--- src/rtl/regfile_wb_pkg.sv ---
// ============================================================================
// regfile_wb_pkg : shared constants, request type and counter sizing for the
//                  register-file writeback block.  Rev 1.0
// ============================================================================
`default_nettype none

package regfile_wb_pkg;

  localparam int unsigned c_bank_width = 5;
  localparam int unsigned c_width      = 64;

  typedef struct packed {
    logic [c_bank_width-1:0] addr;
    logic [c_width-1:0]      data;
  } wb_req_t;

  // Counter must be able to hold the value STARVE_LIMIT itself.
  function automatic int unsigned starve_cnt_width(input int unsigned limit);
    return (limit < 1) ? 1 : $clog2(limit + 1);
  endfunction

endpackage

`default_nettype wire

--- src/rtl/wb_scoreboard.sv ---
// ============================================================================
// wb_scoreboard : per-register pending-write bits; set on issue, cleared on
//                 register-file commit, set wins on collision.  Rev 1.0
// ============================================================================
`default_nettype none

module wb_scoreboard #(
  parameter int unsigned BANK_WIDTH = 5
) (
  input  logic                       clk,
  input  logic                       rst_n,
  input  logic                       set_en,
  input  logic [BANK_WIDTH-1:0]      set_addr,
  input  logic                       clr_en,
  input  logic [BANK_WIDTH-1:0]      clr_addr,
  output logic [2**BANK_WIDTH-1:0]   busy
);

  localparam int unsigned c_nreg = 2**BANK_WIDTH;

  logic [c_nreg-1:1] w_set;
  logic [c_nreg-1:1] w_clr;
  logic [c_nreg-1:1] r_busy;

  // x0 is never tracked, so decode starts at register 1.
  for (genvar i = 1; i < c_nreg; i++) begin : g_decode
    assign w_set[i] = set_en && (set_addr == BANK_WIDTH'(i));
    assign w_clr[i] = clr_en && (clr_addr == BANK_WIDTH'(i));
  end

  always_ff @(posedge clk or negedge rst_n) begin
    if (!rst_n) begin
      r_busy <= '0;
    end else begin
      r_busy <= (r_busy & ~w_clr) | w_set;
    end
  end

  assign busy = {r_busy, 1'b0};

endmodule

`default_nettype wire

--- src/rtl/regfile_writeback.sv ---
// ============================================================================
// regfile_writeback : arbitrates ALU (A) and LSU/MUL (B) results onto the
//                     single register-file write port, with starvation guard
//                     and pending-destination scoreboard.
//                     Optional forwarding ports: REGFILE_WB_BYPASS_EN.
//                     Rev 1.0
// ============================================================================
`default_nettype none

module regfile_writeback
  import regfile_wb_pkg::*;
#(
  parameter int unsigned BANK_WIDTH   = c_bank_width,
  parameter int unsigned WIDTH        = c_width,
  parameter int unsigned STARVE_LIMIT = 4
) (
  input  logic                     clk,
  input  logic                     rst_n,
  input  logic                     a_valid,
  input  logic [BANK_WIDTH-1:0]    a_addr,
  input  logic [WIDTH-1:0]         a_data,
  output logic                     a_ready,
  input  logic                     b_valid,
  input  logic [BANK_WIDTH-1:0]    b_addr,
  input  logic [WIDTH-1:0]         b_data,
  output logic                     b_ready,
  input  logic                     iss_valid,
  input  logic [BANK_WIDTH-1:0]    iss_rd,
  output logic [BANK_WIDTH-1:0]    wa3,
  output logic [WIDTH-1:0]         wd3,
  output logic                     we3,
  output logic [2**BANK_WIDTH-1:0] busy
`ifdef REGFILE_WB_BYPASS_EN
  ,
  input  logic [BANK_WIDTH-1:0]    ra1,
  input  logic [BANK_WIDTH-1:0]    ra2,
  output logic                     fwd1_hit,
  output logic                     fwd2_hit,
  output logic [WIDTH-1:0]         fwd1_data,
  output logic [WIDTH-1:0]         fwd2_data
`endif
);

  localparam int unsigned    c_cnt_w = starve_cnt_width(STARVE_LIMIT);
  localparam logic [c_cnt_w-1:0] c_limit = c_cnt_w'(STARVE_LIMIT);

  logic [c_cnt_w-1:0]    r_starve_cnt;
  logic                  w_b_prio;
  logic                  w_a_xfer;
  logic                  w_b_xfer;
  logic                  w_xfer;
  logic [BANK_WIDTH-1:0] w_req_addr;
  logic [WIDTH-1:0]      w_req_data;
  logic                  r_we3;
  logic [BANK_WIDTH-1:0] r_wa3;
  logic [WIDTH-1:0]      r_wd3;

  assign w_b_prio = (r_starve_cnt == c_limit);

  // Each ready looks only at the other port's valid, never its own.
  always_comb begin
    a_ready = 1'b1;
    b_ready = !a_valid;
    if (w_b_prio) begin
      a_ready = !b_valid;
      b_ready = 1'b1;
    end
  end

  assign w_a_xfer   = a_valid && a_ready;
  assign w_b_xfer   = b_valid && b_ready;
  assign w_xfer     = w_a_xfer || w_b_xfer;
  assign w_req_addr = w_b_xfer ? b_addr : a_addr;
  assign w_req_data = w_b_xfer ? b_data : a_data;

  always_ff @(posedge clk or negedge rst_n) begin
    if (!rst_n) begin
      r_starve_cnt <= '0;
    end else if (!b_valid || w_b_xfer) begin
      r_starve_cnt <= '0;
    end else if (r_starve_cnt != c_limit) begin
      r_starve_cnt <= r_starve_cnt + 1'b1;
    end
  end

  // Writes to x0 are accepted but never reach the register file.
  always_ff @(posedge clk or negedge rst_n) begin
    if (!rst_n) begin
      r_we3 <= 1'b0;
      r_wa3 <= '0;
      r_wd3 <= '0;
    end else begin
      r_we3 <= w_xfer && (w_req_addr != '0);
      if (w_xfer) begin
        r_wa3 <= w_req_addr;
        r_wd3 <= w_req_data;
      end
    end
  end

  assign we3 = r_we3;
  assign wa3 = r_wa3;
  assign wd3 = r_wd3;

  wb_scoreboard #(
    .BANK_WIDTH (BANK_WIDTH)
  ) u_scoreboard (
    .clk      (clk),
    .rst_n    (rst_n),
    .set_en   (iss_valid),
    .set_addr (iss_rd),
    .clr_en   (r_we3),
    .clr_addr (r_wa3),
    .busy     (busy)
  );

`ifdef REGFILE_WB_BYPASS_EN
  assign fwd1_hit  = r_we3 && (r_wa3 != '0) && (r_wa3 == ra1);
  assign fwd2_hit  = r_we3 && (r_wa3 != '0) && (r_wa3 == ra2);
  assign fwd1_data = fwd1_hit ? r_wd3 : '0;
  assign fwd2_data = fwd2_hit ? r_wd3 : '0;
`endif

endmodule

`default_nettype wire

--- config.mk ---
export PLATFORM = sky130hd
export DESIGN_NAME = regfile_writeback
export DESIGN_NICKNAME = d
export VERILOG_FILES = /design/src/rtl/regfile_wb_pkg.sv /design/src/rtl/wb_scoreboard.sv /design/src/rtl/regfile_writeback.sv
export SDC_FILE = /design/constraint.sdc
export NUM_CORES = 1
export LEC_CHECK = 0
export ABC_AREA = 0
export CAP_MARGIN = 0
export CORE_ASPECT_RATIO = 0.7
export CORE_MARGIN = 4
export CORE_UTILIZATION = 23
export DETAILED_ROUTE_END_ITERATION = 10
export GPL_TIMING_DRIVEN = 0
export PLACE_DENSITY = 0.58
export SYNTH_ARGS = -nofsm -noshare
export SYNTH_HDL_FRONTEND = slang
export SYNTH_SLANG_ARGS = --single-unit
--- constraint.sdc ---
create_clock -name clk -period 3.25 [get_ports clk]
set_input_delay 0.975 -clock clk [delete_from_list [all_inputs] [get_ports clk]]
set_output_delay 0.975 -clock clk [all_outputs]
set_load 0.01 [all_outputs]
# After elaboration in Yosys (flattened, before gate mapping)
# Cells that the tools add are included.
[totals] ff_bits=104 input_bits=148 output_inout_bits=104 wordCells=150
[classes] addsub=1 n_eq_ne=64 n_mux=6 bitwise_logic=3 reduce_logical=71
[ops] op="5-bit == test, second input constant" n=32
[ops] op="5-bit by 4-bit == test with 1-bit output, second input constant" n=16
[ops] op="1-bit logical AND" n=65
[ops] op="64-bit 2-to-1 mux" n=1
[ops] op="5-bit by 3-bit == test with 1-bit output, second input constant" n=8
[ops] op="31-bit AND" n=1
[ops] op="31-bit inverter" n=1
[ops] op="31-bit bitwise OR" n=1
[ops] op="5-bit by 2-bit == test with 1-bit output, second input constant" n=4
[ops] op="5-bit by 1-bit == test with 1-bit output, second input constant" n=2
[ops] op="3-bit 2-to-1 mux" n=2
[ops] op="5-bit 2-to-1 mux" n=1
[ops] op="5-bit nonzero test" n=1
[ops] op="3-bit by 1-bit adder with 3-bit output, second input constant" n=1
[ops] op="3-bit == test, second input constant" n=1
[ops] op="3-bit != test, second input constant" n=1
[ops] op="1-bit logical NOT" n=2
[ops] op="1-bit logical OR" n=2
[ops] op="1-bit 2-to-1 mux" n=2
[ops] op="2-bit nonzero test" n=1

# Longest topological paths before layout
[logic_depth] depth_word=6 depth_mapped=7 depth_no_buf=6

# Modules after synthesis
# From an unflattened synthesis, not the netlist that was laid out.
[hier_totals] hier_cells=405 area_unflattened_um2=4628.2
[by_module_without_submodules] module="regfile_writeback" instances=1 cells_per_inst=275 area_each_um2=3294.4 seq_area_each_um2=1826.8
[by_module_without_submodules] module="wb_scoreboard" instances=1 cells_per_inst=130 area_each_um2=1333.8 seq_area_each_um2=775.7

# Worst setup path after synthesis
# No wires, ideal clock.
[synth_timing] path_type="input -> output" startpoint="input port b_valid" endpoint="output port a_ready" arrival_ps=1794 t_required_ps=2275 slack_ps=481 path_stages=4 n_path_buf=3 path_cell_list="buf_4 clkbuf_1 clkbuf_1 nand3_1"
[synth_between] elab_chain_cells=2
[synth_rtl] item="start: declaration" line_no="regfile_writeback.sv:23" source="input logic b_valid,"
[synth_rtl] item="1-bit logical NOT" line_no="regfile_writeback.sv:65" source="a_ready = !b_valid;"
[synth_rtl] item="1-bit 2-to-1 mux" line_no="regfile_writeback.sv:64" source="if (w_b_prio) begin"
[synth_rtl] item="end: declaration" line_no="regfile_writeback.sv:22" source="output logic a_ready,"
# Every way passes these cells.

# Worst setup path after layout
[layout_timing] startpoint="input port a_valid" endpoint="output port b_ready"
[layout_between] elab_chain_cells=2
[layout_rtl] item="start: declaration" line_no="regfile_writeback.sv:19" source="input logic a_valid,"
[layout_rtl] item="1-bit logical NOT" line_no="regfile_writeback.sv:63" source="b_ready = !a_valid;"
[layout_rtl] item="1-bit 2-to-1 mux" line_no="regfile_writeback.sv:64"
[layout_rtl] item="end: declaration" line_no="regfile_writeback.sv:26" source="output logic b_ready,"
# Every way passes these cells.

==> impl_metrics.toml <==
[status]
status = "finished clean"

[die]
num_rows = 43
fp.dieH_um = 127
initial_core_util_pct = 23.4
core_area_sq_um = 19700
die-area_sq_um = 22500
io_pins = 252
die_width_um = 177

[detailed_routing]
via_count = 4456
postRouteAntennaNets = 0
via_per_inst = 4.78
drt-total-wl_um = 18100
drt_first_pass_iters = 4
drc = 0
drt-initial-drc-count = 290
wl_per_cell_um = 19.4

[sta]
max_slew_margin_pct = 60.2
finalHoldViolCount = 0
grt_setup_unrepaired = "false"
min_period_ps = 3160
post-route-period-util_pct = 97.3
max_freq_mhz = 316
fin_skew_ps = 8.33
layout_setup_ws_ps = 86.3
setup_viol = 0
tightestPinTransition_ps = 597
slew_viol_final = 0

[cells_and_area]
nNetsFinal = 809
n_fill_cell = 1916
area_growth_pct = 67.6
antenna_cells = 0
drive_gt1_share_pct = 5.44

[worst_setup_path]
arrival_ps = 2190
required_ps = 2270
setup.worst_path.start = "a_valid"
worstSetupEndpointType = "output pin"
worstPathMaxFanout = 19
start_kind = "primary input"
critPathKind = "primary input to output pin"
rrSetupSlack_ps = 1360
worstRegToRegCells = 7
r2r_end = "wd3[21]"
crit_path_end = "b_ready"
r2r-start = "r_starve_cnt[0]"

[pwr]
p_total_w = 0.00402
pwr_density_cell_nw_per_um2 = 520
peakVddDrop_mv = 0.219
power_leakage_nw = 3.23

[clock_network]
insertion_delay_ps = 350
clkSinkCount = 104
cts_tree = "yes"
clock_path_buffers = 2
cts_hold_buf = 0
clock-root-buffer = "clkbuf_16"
clkTransAtPathRegs_ps = 70
htree_levels = 3
cts_made_buffers = 9

[grt]
antenna_found_initial = 0
grt_first_pass_wirelength_um = 27600
overflow = 0
grt_max_degree = 69
grt_pass1_vias = 4779
track_usage_pct = 15.7

[logic_synthesis]
synthFlopType = "dfrtp_1"
synth_top_area_share_pct = 56.3
synth_seq_area_share_pct = 56.3
yosysTopAreaCell = "dfrtp_1"
synth-edff-count = 0
synthArstFlopShare_pct = 100
synth_most_common_cell = "dfrtp_1"
synth_cell_types = 30
ys_top_cells_by_count = "104 x dfrtp_1, 65 x and3_1, 64 x a221o_1"
synthesis.area_sq_um = 4620
synth_warnings = 0
synth_area_per_cell_sq_um = 11.5
ys_ff_latch = 104
syn-num-nets = 550
syn_inst = 400
synth.top_cells.by_area = "dfrtp_1 56%, a221o_1 14%, and3_1 8.8%"

[place]
post-place-ws_ps = -528
hpwl_um = 13800
portBuffers = 249
routabilityCongestion = 0.815

[job]
max_cap_viol_count = 0

[worst_hold_path]
hold_path.class = "flip-flop to flip-flop"
-- metrics by stage --
step                      setup TNS (ps)  hold WS (ps)  utilization, %  cell area, sq um  cells
after floorplan                        0           429               -              4620    400
after global placement           -295810           446            37.7              7450    919
after detailed placement            -894           464            37.9              7470    920
after CTS                              0           473            39.2              7740    932
after global routing                   0           497            39.2              7740    932
final                                  0           472            39.2              7740    932
-- worst min-delay path by stage --
stage	endpoint	cells after the start	startpoint	slack (ps)
5_1_grt	r_starve_cnt[0]	1	r_starve_cnt[0]	500
4_1_cts	r_starve_cnt[0]	1	r_starve_cnt[0]	470
2_1_floorplan	r_starve_cnt[0]	1	r_starve_cnt[0]	430
3_5_place_dp	r_starve_cnt[0]	1	r_starve_cnt[0]	460
3_3_place_gp	r_starve_cnt[0]	1	r_starve_cnt[0]	450
6_report	r_starve_cnt[0]	1	r_starve_cnt[0]	470
-- per-layer routing --
metal / global-route usage [%] / part of all wire, % / vias up / routed length [um]
met3: 4.50 / 7.3 / 22 / 1320
met2: 24.5 / 46 / 171 / 8290
met4: 5.00 / 2.0 / 0 / 360
met1: 21.1 / 45 / 2187 / 8140
met5: 0 / 0 / - / 0
li1: - / - / 2076 / -
-- state kept, by name, summed over array words and instances, names as in the netlist --
signal	cells
r_starve_cnt	3
wd3	64
wa3	5
u_scoreboard.r_busy	31
we3	1
-- area by class of cell --
class                   instances  area, sq um  area share (%)
plain buffers                  28          164            2.12
clock buffers                  10          239            3.09
clock inverters                 4         30.0           0.388
inverters                       3         16.3           0.210
multi-input cells             262         1830            23.6
flip-flops and latches        104         2600            33.6
well taps                     270          338            4.36
repair buffers                251         2520            32.6
-- placed cells by master (no fill, tap or decap), types with 6 or more instances in the layout --
cell type and count:
clkdlybuf4s50_1 247, clkbuf_16 9, and3_1 65, clkbuf_1 15, o21ai_0 62, nand2_1 14
a211oi_1 6, nor2b_1 6, buf_6 6, a221o_1 64, nand2b_1 9, dfrtp_1 104
-- power by group --
| group | internal (W) | switching (W) |
|---|---|---|
| Clock | 0.000537 | 0.000483 |
| Combinational | 0.000756 | 0.000532 |
| Sequential | 0.00155 | 0.000169 |
-- what timing repair did --
action,in CTS,in global routing
resized for setup,3,0
setup buffers,1,0
endpoints found under the hold margin,0,0
setup endpoints to repair,2,0
-- kinds of logic after synthesis --
| family | count (synthesis) | synth area share [%] |
|---|---|---|
| AO/OA/AOI/OAI | 140 | 23.2 |
| flip-flops | 104 | 56.3 |
| other | 1 | 0.0812 |
| adder cells (fa/ha/maj) | 2 | 0.542 |
| buffers and inverters | 34 | 4.06 |
| XOR/XNOR | 1 | 0.190 |
| AND/OR/NAND/NOR | 118 | 15.6 |
-- worst max-delay path: stages --
cell             delay [ps]
clkdlybuf4s50_1         520
a21boi_4                260
inv_6                   120
dlygate4sd2_1           310
(Power assumes the default switching activity.)
